[src/rtl/sram_arb_pkg.sv]
// Shared AHB-Lite encodings, FSM state type and request legality check
// for the two-port SRAM arbiter.
package sram_arb_pkg;

  // AHB transfer type codes
  localparam logic [1:0] HTRANS_IDLE   = 2'b00;
  localparam logic [1:0] HTRANS_BUSY   = 2'b01;
  localparam logic [1:0] HTRANS_NONSEQ = 2'b10;
  localparam logic [1:0] HTRANS_SEQ    = 2'b11;

  // AHB transfer size codes (32-bit bus, word is the widest)
  localparam logic [2:0] HSIZE_BYTE = 3'b000;
  localparam logic [2:0] HSIZE_HALF = 3'b001;
  localparam logic [2:0] HSIZE_WORD = 3'b010;

  // AHB response codes
  localparam logic [1:0] HRESP_OKAY  = 2'b00;
  localparam logic [1:0] HRESP_ERROR = 2'b01;

  // Only single transfers are ever issued
  localparam logic [2:0] HBURST_SINGLE = 3'b000;

  typedef enum logic [1:0] {
    ST_IDLE,
    ST_ADDR,
    ST_DATA,
    ST_RESP
  } arb_state_e;

  // A request is legal when its size is byte/half/word and the address is
  // naturally aligned for that size.
  function automatic logic req_legal(input logic [1:0] size, input logic [1:0] addr_lo);
    logic ok;
    case (size)
      2'b00:   ok = 1'b1;
      2'b01:   ok = ~addr_lo[0];
      2'b10:   ok = (addr_lo == 2'b00);
      default: ok = 1'b0;
    endcase
    return ok;
  endfunction

endpackage

[src/rtl/sram_rr_pick.sv]
// Two-way round-robin picker. The priority bit flips to the port that was
// not granted whenever a grant is taken, so a lone requester always wins
// and two persistent requesters alternate.
module sram_rr_pick (
  input  logic       clk,
  input  logic       srst,
  input  logic [1:0] req,
  input  logic       advance,
  output logic [1:0] gnt
);

  logic prio_q;   // 0: port A favoured, 1: port B favoured
  logic prio_d;

  // One-hot grant from the request vector and current priority
  always_comb begin
    gnt = 2'b00;
    case (req)
      2'b01:   gnt = 2'b01;
      2'b10:   gnt = 2'b10;
      2'b11:   gnt = prio_q ? 2'b10 : 2'b01;
      default: gnt = 2'b00;
    endcase
    prio_d = advance ? gnt[0] : prio_q;
  end

  // Priority register, A favoured out of reset
  always_ff @(posedge clk) begin
    if (srst) prio_q <= 1'b0;
    else      prio_q <= prio_d;
  end

endmodule

[src/rtl/sram_ahb_arb.sv]
// Two-requester arbiter and AHB-Lite single-transfer sequencer in front of
// one SRAM slave port. One transfer is outstanding at a time; all bus and
// response outputs are registered alongside the state.
module sram_ahb_arb
  import sram_arb_pkg::*;
#(
  parameter int AW  = 32,
  parameter int DW  = 32,
  parameter int TMO = 16
) (
  input  logic          hclk,
  input  logic          hreset,
  input  logic          test_mode,
  input  logic          a_valid,
  output logic          a_ready,
  input  logic          a_write,
  input  logic [1:0]    a_size,
  input  logic [AW-1:0] a_addr,
  input  logic [DW-1:0] a_wdata,
  output logic          a_rsp_valid,
  output logic          a_rsp_err,
  input  logic          b_valid,
  output logic          b_ready,
  input  logic          b_write,
  input  logic [1:0]    b_size,
  input  logic [AW-1:0] b_addr,
  input  logic [DW-1:0] b_wdata,
  output logic          b_rsp_valid,
  output logic          b_rsp_err,
  output logic [DW-1:0] rsp_rdata,
  output logic          hsel,
  output logic          hwrite,
  output logic [1:0]    htrans,
  output logic [2:0]    hsize,
  output logic [2:0]    hburst,
  output logic [AW-1:0] haddr,
  output logic [DW-1:0] hwdata,
  output logic          hready,
  input  logic          hready_resp,
  input  logic [1:0]    hresp,
  input  logic [DW-1:0] hrdata
);

  localparam int CW = $clog2(TMO + 1);

  arb_state_e    state_q, state_d;
  logic          owner_q, owner_d;        // 0: A, 1: B
  logic          write_q, write_d;
  logic [1:0]    size_q, size_d;
  logic [AW-1:0] addr_q, addr_d;
  logic [DW-1:0] wdata_q, wdata_d;
  logic [CW-1:0] cnt_q, cnt_d;
  logic          hsel_q, hsel_d;
  logic [1:0]    htrans_q, htrans_d;
  logic          hwrite_q, hwrite_d;
  logic [2:0]    hsize_q, hsize_d;
  logic [AW-1:0] haddr_q, haddr_d;
  logic [DW-1:0] hwdata_q, hwdata_d;
  logic          a_rsp_valid_q, a_rsp_valid_d, b_rsp_valid_q, b_rsp_valid_d;
  logic          a_rsp_err_q, a_rsp_err_d, b_rsp_err_q, b_rsp_err_d;
  logic [DW-1:0] rsp_rdata_q, rsp_rdata_d;

  logic [1:0]    gnt;
  logic          grant_ok;
  logic          rsp_fire, rsp_err;
  logic          sel_write;
  logic [1:0]    sel_size;
  logic [AW-1:0] sel_addr;
  logic [DW-1:0] sel_wdata;

  // New grants only from IDLE and only while no test mode is active
  assign grant_ok = (state_q == ST_IDLE) && !test_mode;

  sram_rr_pick u_pick (
    .clk     (hclk),
    .srst    (hreset),
    .req     ({b_valid, a_valid} & {2{grant_ok}}),
    .advance (|gnt),
    .gnt     (gnt)
  );

  assign a_ready = gnt[0];
  assign b_ready = gnt[1];

  // Mux the winning requester's fields for capture
  always_comb begin
    sel_write = gnt[1] ? b_write : a_write;
    sel_size  = gnt[1] ? b_size  : a_size;
    sel_addr  = gnt[1] ? b_addr  : a_addr;
    sel_wdata = gnt[1] ? b_wdata : a_wdata;
  end

  // Next-state and next-output logic for the transfer sequencer
  always_comb begin
    state_d     = state_q;
    owner_d     = owner_q;
    write_d     = write_q;
    size_d      = size_q;
    addr_d      = addr_q;
    wdata_d     = wdata_q;
    cnt_d       = cnt_q;
    rsp_rdata_d = rsp_rdata_q;
    hsel_d      = 1'b0;
    htrans_d    = HTRANS_IDLE;
    hwrite_d    = 1'b0;
    hsize_d     = HSIZE_BYTE;
    haddr_d     = '0;
    hwdata_d    = '0;
    rsp_fire    = 1'b0;
    rsp_err     = 1'b0;
    case (state_q)
      ST_IDLE: begin
        if (|gnt) begin
          owner_d = gnt[1];
          write_d = sel_write;
          size_d  = sel_size;
          addr_d  = sel_addr;
          wdata_d = sel_wdata;
          if (req_legal(sel_size, sel_addr[1:0])) begin
            state_d  = ST_ADDR;
            hsel_d   = 1'b1;
            htrans_d = HTRANS_NONSEQ;
            hwrite_d = sel_write;
            hsize_d  = {1'b0, sel_size};
            haddr_d  = sel_addr;
          end else begin
            // Rejected without touching the bus
            state_d     = ST_RESP;
            rsp_fire    = 1'b1;
            rsp_err     = 1'b1;
            rsp_rdata_d = '0;
          end
        end
      end
      ST_ADDR: begin
        if (hready_resp) begin
          state_d  = ST_DATA;
          cnt_d    = '0;
          hwdata_d = write_q ? wdata_q : '0;
        end else begin
          hsel_d   = 1'b1;
          htrans_d = HTRANS_NONSEQ;
          hwrite_d = write_q;
          hsize_d  = {1'b0, size_q};
          haddr_d  = addr_q;
        end
      end
      ST_DATA: begin
        if (hready_resp) begin
          state_d     = ST_RESP;
          rsp_fire    = 1'b1;
          rsp_err     = (hresp != HRESP_OKAY);
          rsp_rdata_d = (!write_q && hresp == HRESP_OKAY) ? hrdata : '0;
        end else if (cnt_q >= CW'(TMO - 1)) begin
          // This is the TMO-th stalled data cycle: give up
          state_d     = ST_RESP;
          cnt_d       = CW'(TMO);
          rsp_fire    = 1'b1;
          rsp_err     = 1'b1;
          rsp_rdata_d = '0;
        end else begin
          cnt_d    = cnt_q + CW'(1);
          hwdata_d = write_q ? wdata_q : '0;
        end
      end
      ST_RESP: state_d = ST_IDLE;
      default: state_d = ST_IDLE;
    endcase
    a_rsp_valid_d = rsp_fire & ~owner_d;
    b_rsp_valid_d = rsp_fire &  owner_d;
    a_rsp_err_d   = rsp_fire & rsp_err & ~owner_d;
    b_rsp_err_d   = rsp_fire & rsp_err &  owner_d;
  end

  // State, captured request and registered outputs
  always_ff @(posedge hclk) begin
    if (hreset) begin
      state_q       <= ST_IDLE;
      owner_q       <= 1'b0;
      write_q       <= 1'b0;
      size_q        <= 2'b00;
      addr_q        <= '0;
      wdata_q       <= '0;
      cnt_q         <= '0;
      hsel_q        <= 1'b0;
      htrans_q      <= HTRANS_IDLE;
      hwrite_q      <= 1'b0;
      hsize_q       <= HSIZE_BYTE;
      haddr_q       <= '0;
      hwdata_q      <= '0;
      a_rsp_valid_q <= 1'b0;
      b_rsp_valid_q <= 1'b0;
      a_rsp_err_q   <= 1'b0;
      b_rsp_err_q   <= 1'b0;
      rsp_rdata_q   <= '0;
    end else begin
      state_q       <= state_d;
      owner_q       <= owner_d;
      write_q       <= write_d;
      size_q        <= size_d;
      addr_q        <= addr_d;
      wdata_q       <= wdata_d;
      cnt_q         <= cnt_d;
      hsel_q        <= hsel_d;
      htrans_q      <= htrans_d;
      hwrite_q      <= hwrite_d;
      hsize_q       <= hsize_d;
      haddr_q       <= haddr_d;
      hwdata_q      <= hwdata_d;
      a_rsp_valid_q <= a_rsp_valid_d;
      b_rsp_valid_q <= b_rsp_valid_d;
      a_rsp_err_q   <= a_rsp_err_d;
      b_rsp_err_q   <= b_rsp_err_d;
      rsp_rdata_q   <= rsp_rdata_d;
    end
  end

  assign hsel        = hsel_q;
  assign htrans      = htrans_q;
  assign hwrite      = hwrite_q;
  assign hsize       = hsize_q;
  assign hburst      = HBURST_SINGLE;
  assign haddr       = haddr_q;
  assign hwdata      = hwdata_q;
  assign hready      = hready_resp;
  assign a_rsp_valid = a_rsp_valid_q;
  assign b_rsp_valid = b_rsp_valid_q;
  assign a_rsp_err   = a_rsp_err_q;
  assign b_rsp_err   = b_rsp_err_q;
  assign rsp_rdata   = rsp_rdata_q;

endmodule

[config.mk]
export PLATFORM = sky130hd
export DESIGN_NAME = sram_ahb_arb
export DESIGN_NICKNAME = d
export VERILOG_FILES = /design/src/rtl/sram_arb_pkg.sv /design/src/rtl/sram_rr_pick.sv /design/src/rtl/sram_ahb_arb.sv
export SDC_FILE = /design/constraint.sdc
export NUM_CORES = 1
export LEC_CHECK = 0
export CAP_MARGIN = 20
export CORE_ASPECT_RATIO = 0.5
export CORE_MARGIN = 3
export CORE_UTILIZATION = 39
export DETAILED_ROUTE_END_ITERATION = 10
export GPL_TIMING_DRIVEN = 1
export PLACE_DENSITY = 0.77
export SETUP_SLACK_MARGIN = 0.05
export SLEW_MARGIN = 20
export SYNTH_ARGS = -nofsm -noshare
export SYNTH_HDL_FRONTEND = slang
export SYNTH_HIERARCHICAL = 1
export SYNTH_SLANG_ARGS = --single-unit
[constraint.sdc]
create_clock -name hclk -period 2.5 [get_ports hclk]
set_input_delay 0.375 -clock hclk [delete_from_list [all_inputs] [get_ports hclk]]
set_output_delay 0.375 -clock hclk [all_outputs]
set_load 0.01 [all_outputs]
* After elaboration in Yosys (flattened, before gate mapping)
Index checks and enable logic that the tools add are counted. W data, S select, Z words.
Storage, ports and cells: register bits 183, input port bits 174, output and inout port bits 113, logic and storage cells 117
Cells by class: add/sub/neg operators 1, order comparisons 1, equality and inequality tests 13, muxes and demuxes 59, bitwise gates (word level) 8, reductions and logical operators 16
Operator list (number):
- $mux W32 | 14
- $pmux W32 S2 | 3
- $mux W2 | 13
- $mux W1 | 16
- $mux W5 | 3
- $eq A2 B2 Y1 const B | 5
- $pmux W5 S2 | 1
- $logic_not A2 Y1 | 4
- $pmux W1 S2 | 4
- $pmux W2 S2 | 2
- $pmux W2 S4 | 1
- $eq A2 B1 Y1 const B | 3
- $ne A2 B2 Y1 const B | 3
- $pmux W2 S3 | 1
- $reduce_and A3 Y1 | 2
- $reduce_bool A2 Y1 | 3
- $add A5 B1 Y5 const B | 1
- $and A1 B1 Y1 | 5
- $ge A5 B4 Y1 const B | 1
- $reduce_and A4 Y1 | 1
- $ne A3 B3 Y1 const B | 1
- $pmux W1 S3 | 1
- $and A2 B2 Y2 | 1
- $logic_and A1 B1 Y1 | 2
- 5 further kinds | 7

* Longest topological paths before layout
word-level depth 15, mapped depth 11

* Hierarchy
The synthesis kept the hierarchy.
Modules (own cells, without submodules):
- sram_ahb_arb | times used 1, cells an instance 717, area an instance 7119.3 um^2, seq. area each 3583.4 um^2
- sram_rr_pick | times used 1, cells an instance 7, area an instance 67.6 um^2, seq. area each 20.0 um^2

* Least setup slack after synthesis
Ideal clock, no wire load.
path type flip-flop to flip-flop, from register state_q[0], to register haddr_q[10], in the netlist haddr[10], library setup time 0.067 ns, arrival 2.804 ns, required time 2.433 ns, setup slack -0.371 ns, stages on the path, launching flop included 12, clock period less this slack 2.871 ns, cell sequence dfxtp_1 -> inv_1 -> ha_1 -> clkbuf_1 -> and3b_1 -> a21boi_0 -> buf_6 -> mux2i_4 -> nand3_1 -> a211o_1 -> buf_6 -> o21ai_2
On the way: cells in the longest elaborated chain, start to end 13, elaborated cells on any way between the ends 22, those cells by class eq/ne (6); mux (9); bitwise (2); reduce/logical (5)
Ends and longest elaborated chain:
- start: declaration | RTL line sram_ahb_arb.sv:46 | arb_state_e state_q, state_d;
- start signal: assignment | RTL line sram_ahb_arb.sv:197 | state_q <= state_d;
- $logic_not A2 Y1 (*) | RTL line sram_ahb_arb.sv:72 | assign grant_ok = (state_q == ST_IDLE) && !test_mode;
- $logic_and A1 B1 Y1 (*) | RTL line sram_ahb_arb.sv:72
- $and A2 B2 Y2 (*) | RTL line sram_ahb_arb.sv:77 | .req ({b_valid, a_valid} & {2{grant_ok}}),
- $eq A2 B2 Y1 or $eq A2 B1 Y1 (tied branches) | RTL line sram_rr_pick.sv:18 | case (req)
- $pmux W2 S3 (*) | RTL line sram_rr_pick.sv:18
- named net b_ready | RTL line sram_ahb_arb.sv:23 | output logic b_ready,
- $mux W2 or $mux W32 (tied branches) | RTL line sram_ahb_arb.sv:88, sram_ahb_arb.sv:89
- $eq A2 B2 Y1 (tied with other cells) | RTL line sram_arb_pkg.sv:34 | case (size)
- $pmux W1 S3 | RTL line sram_arb_pkg.sv:34
- $mux W1 | RTL line sram_ahb_arb.sv:113 | if (|gnt) begin
- $mux W1 | RTL line sram_ahb_arb.sv:111 | case (state_q)
- $mux W32 | RTL line sram_ahb_arb.sv:119 | if (req_legal(sel_size, sel_addr[1:0])) begin
- $mux W32 (*) | RTL line sram_ahb_arb.sv:113
- $pmux W32 S2 (*) | RTL line sram_ahb_arb.sv:111
- end signal: assignment | RTL line sram_ahb_arb.sv:208 | haddr_q <= haddr_d;
- end: declaration | RTL line sram_ahb_arb.sv:57 | logic [AW-1:0] haddr_q, haddr_d;
Mark *: on every way through the listed nets, which the timed path passes. The rest lies on a longest branch. The select of a mux whose other input is x is not followed. A chain may end at the register's enable or synchronous reset.

* Worst setup path after layout
from register state_q[0], to register haddr_q[30], in the netlist haddr[30]
On the way: cells in the longest elaborated chain, start to end 13, elaborated cells on any way between the ends 22, those cells by class eq/ne (6); mux (9); bitwise (2); reduce/logical (5)
Ends and longest elaborated chain (RTL line):
- $logic_not A2 Y1 | sram_ahb_arb.sv:72, sram_ahb_arb.sv:111
- $logic_and A1 B1 Y1 | sram_ahb_arb.sv:72
- $and A2 B2 Y2 | sram_ahb_arb.sv:77
- $eq A2 B2 Y1 or $eq A2 B1 Y1 (tied branches) | sram_rr_pick.sv:18
- $pmux W2 S3 | sram_rr_pick.sv:18
- $mux W2 or $mux W32 (tied branches) | sram_ahb_arb.sv:88, sram_ahb_arb.sv:89
- $eq A2 B2 Y1 (tied with other cells) | sram_arb_pkg.sv:34
- $pmux W1 S3 | sram_arb_pkg.sv:34
- $mux W1 | sram_ahb_arb.sv:113
- $mux W1 | sram_ahb_arb.sv:111
- $mux W32 | sram_ahb_arb.sv:119
- $mux W32 | sram_ahb_arb.sv:113
- $pmux W32 S2 (*) | sram_ahb_arb.sv:111
Mark *: on every way between the ends. The rest lies on a longest branch, timed or not. The select of a mux whose other input is x is not followed.

==> run_results.csv <==
group,metric,value,unit
logic_synthesis,netlist_instances,724,
job,drv_cap,0,
placed_design,gp_congestion,0.795,
setup_path,cp_max_fo,20,
timing,tns,0,ps
logic_synthesis,synth_top_area_share,50.1,%
routing,wire_per_inst,15.9,µm
timing,rsz0062_at_grt,"true",
logic_synthesis,ys_ff_latch,180,
logic_synthesis,synth_area_leaders,"dfxtp_1 50%, mux2i_1 14%, a211oi_1 6.9%, nor2_1 4.0%, nand2_1 3.7%",
die,die_h,102,µm
global_route,grt.overflow.total,0,
timing,fmax,0.418,GHz
global_route,grt_first_pass_wirelength,30000,µm
setup_path,r2r_start,"state_q[0]",
clock_tree,cts_hold_buf,0,
global_route,grt_max_degree,56,
timing,hold_viol_final,0,
setup_path,r2r-end,"haddr[30]",
clock_tree,path_clk_slew,70,ps
routing,drc,0,
clock_tree,cts_tree,"yes",
power_and_ir_drop,p_per_area,836,nW/µm²
final_layout,layout.nets,1185,
final_layout,antenna_cells,0,
die,placementRows,34,
routing,viasPerCell,4.84,
timing,tightestPinTransition,636,ps
clock_tree,cts_root_buf,"clkbuf_16",
logic_synthesis,synthesis.area,7190,µm²
logic_synthesis,yosysSeqAreaShare,50.1,%
final_layout,fillCellCount,1441,
worst_hold_path,holdCritStartpoint,"wdata_q[12]",
routing,firstDrtPassIters,6,
setup_path,path_common_cell,"buf_12",
timing,timing.final.crit_share,95.6,%
power_and_ir_drop,p_leak,4.15,nW
placed_design,placed_cell_area,10400,µm²
global_route,grt_pass1_vias,5917,
worst_hold_path,holdPathEnd,"hwdata[12]",
setup_path,ff2ff_path_depth,10,
clock_tree,clk_path_buf_depth,2,
logic_synthesis,postSynthAreaPerCell,9.93,µm²
logic_synthesis,synth.distinct_cells,49,
timing,setup_viol,0,
die,fp.dieW,198,µm
setup_path,arrival,2730,ps
final_layout,final_cell_area,11200,µm²
timing,slew_headroom,57.6,%
logic_synthesis,yosysTopAreaCell,"dfxtp_1",
setup_path,slowest_delay,390,ps
routing,drt_iter0_drc,180,
final_layout,final_cell_mix,"278 x clkdlybuf4s50_1, 178 x dfxtp_1, 94 x mux2i_1, 75 x nor2_1, 71 x nand2_1",
timing,final_max_slew_viol_count,0,
setup_path,reg2reg_slack,110,ps
timing,period_minus_slack,2390,ps
logic_synthesis,synth_edf_count,0,
clock_tree,numCtsBuffers,17,
logic_synthesis,yosys_warnings,6,
clock_tree,worstSkewPairLatency,410,ps
global_route,grt.total_usage,18.6,%
timing,setup_ws,110,ps
routing,num_vias,6056,
final_layout,area_growth,55.5,%
routing,wl,19900,µm
setup_path,cpMaxStageDelayCell,"a211o_4",
final_layout,finish.utilization,63.2,%
setup_path,start_kind,"flop",
die,start_util,40.6,%
setup_path,worstPathRequired,2840,ps
routing,final_antenna_net_count,0,
final_layout,layout_commonest_cell,"clkdlybuf4s50_1",
die,fp.coreArea,17700,µm²
placed_design,pre_cts_slack,-188,ps
die,dieArea,20200,µm²
setup_path,critPathCaptureType,"flop",
power_and_ir_drop,ir_worst_vdd,0.000466,V
logic_synthesis,synthArstFlopShare,0,%
placed_design,portBuffers,281,
global_route,antenna_found_initial,0,
worst_hold_path,hold_depth,1,
logic_synthesis,synth_flop_cell,"dfxtp_1",
placed_design,hpwl,14600,µm
die,ioPinCount,287,
clock_tree,h-tree-depth,4,
timing,finClkSkew,7.77,ps
setup_path,crit_type,"reg -> reg",
clock_tree,cts.sinks,180,
worst_hold_path,hold_class,"reg -> reg",
final_layout,layout-drive-gt1-share,12.1,%
setup_path,cp_cell_sequence,"inv_2 -> ha_4 -> and3b_2 -> a21boi_4 -> buf_12 -> mux2i_4 -> nand3_2 -> a211o_4 -> buf_12 -> o21ai_0",
status,status,"complete, no violations",
-- critical path: cells and delay by family, from the launching register on --
kind,cells,cell delay [ps]
AO/OA/AOI/OAI,3,710
flip-flops,1,350
buffers and inverters,3,380
adder cells (fa/ha/maj),1,160
multiplexers,1,320
AND/OR/NAND/NOR,2,370
-- layer usage --
| layer | global-route usage [%] | wire length, µm | up-vias |
|---|---|---|---|
| li1 | - | - | 3050 |
| met1 | 23.1 | 8590 | 2866 |
| met2 | 33.4 | 10300 | 125 |
| met3 | 3.29 | 748 | 15 |
| met4 | 5.65 | 209 | 0 |
| met5 | 0 | 0 | - |
-- cell usage after synthesis, drive strengths merged (2+ instances only) --
master  instances
dfxtp         180
mux2i          99
nor2           76
nand2          71
a211oi         66
o21ai          35
buf            34
nand2b         34
and2           33
clkbuf         24
inv            11
a21oi           6
ha              5
nor3            5
a31oi           4
nand4           4
a32oi           3
and3b           3
nor2b           3
nor3b           3
a211o           2
a21boi          2
nand3           2
nor4            2
o211ai          2
or2             2
xor2            2
-- flip-flops by register name, indices dropped and copies added (netlist names) --
| signal | flops |
|---|---|
| write_q | 1 |
| a_rsp_err | 1 |
| hwrite | 1 |
| b_rsp_valid | 1 |
| state_q | 2 |
| size_q | 2 |
| hsize | 2 |
| rsp_rdata | 32 |
| hwdata | 32 |
| wdata_q | 32 |
| addr_q | 32 |
| a_rsp_valid | 1 |
| owner_q | 1 |
| haddr | 32 |
| htrans | 1 |
| cnt_q | 5 |
| b_rsp_err | 1 |
| u_pick/prio_q | 1 |
-- power breakdown --
part	internal (W)	total, W	switching [W]
Combinational	0.00140	0.00276	0.00136
Clock	0.00189	0.00302	0.00113
Sequential	0.00333	0.00356	0.000222
Total	0.00663	0.00934	0.00271
-- layout make-up --
class	instances	area, µm²	share of cell area [%]
multi-input combinational	479	3360	30.0
sequential	180	3610	32.3
clock buffer	17	425	3.81
clock inverter	14	245	2.19
tap	234	293	2.62
inverter	11	41.3	0.369
timing repair buffer	317	3210	28.7
-- how the worst max path moves through the flow --
stage / start / to / slack [ps] / depth (start not counted)
after global routing: state_q[0] / haddr[28] / 9 / 10
final: state_q[0] / haddr[30] / 110 / 10
after global placement: test_mode / haddr[5] / -80 / 9
after detailed placement: test_mode / rsp_rdata[13] / -190 / 10
after CTS: state_q[0] / rsp_rdata[13] / 50 / 11
after floorplan: state_q[0] / haddr[10] / 60 / 11
-- timing repair --
item,4_1_cts,5_1_grt
pin swaps,0,2
buffers inserted,0,2
gates cloned,0,3
endpoints found under the setup margin,3,67
gates resized for setup,3,11
-- cell families (layout without fill, tap and decap cells) --
logic type | count (synthesis) | in the layout | synth area share, %
and+or+nand+nor | 241 | 241 | 16.2
DFF | 180 | 180 | 50.1
AOI/OAI and AO/OA | 127 | 127 | 13.6
muxes | 99 | 99 | 14.1
buffers and inverters | 69 | 359 | 4.80
adders and majority gates | 5 | 5 | 0.870
xor gates and xnor gates | 2 | 2 | 0.244
other | 1 | 5 | 0.0522
-- per-stage QoR --
stage	hold slack [ps]	instances	total power (W)
after CTS	457	1247	0.00920
after floorplan	426	728	0.00524
after global placement	433	1216	0.00608
final	456	1252	0.00934
after global routing	470	1252	0.00982
after detailed placement	441	1216	0.00617
Power figures use the tool's default switching activity.
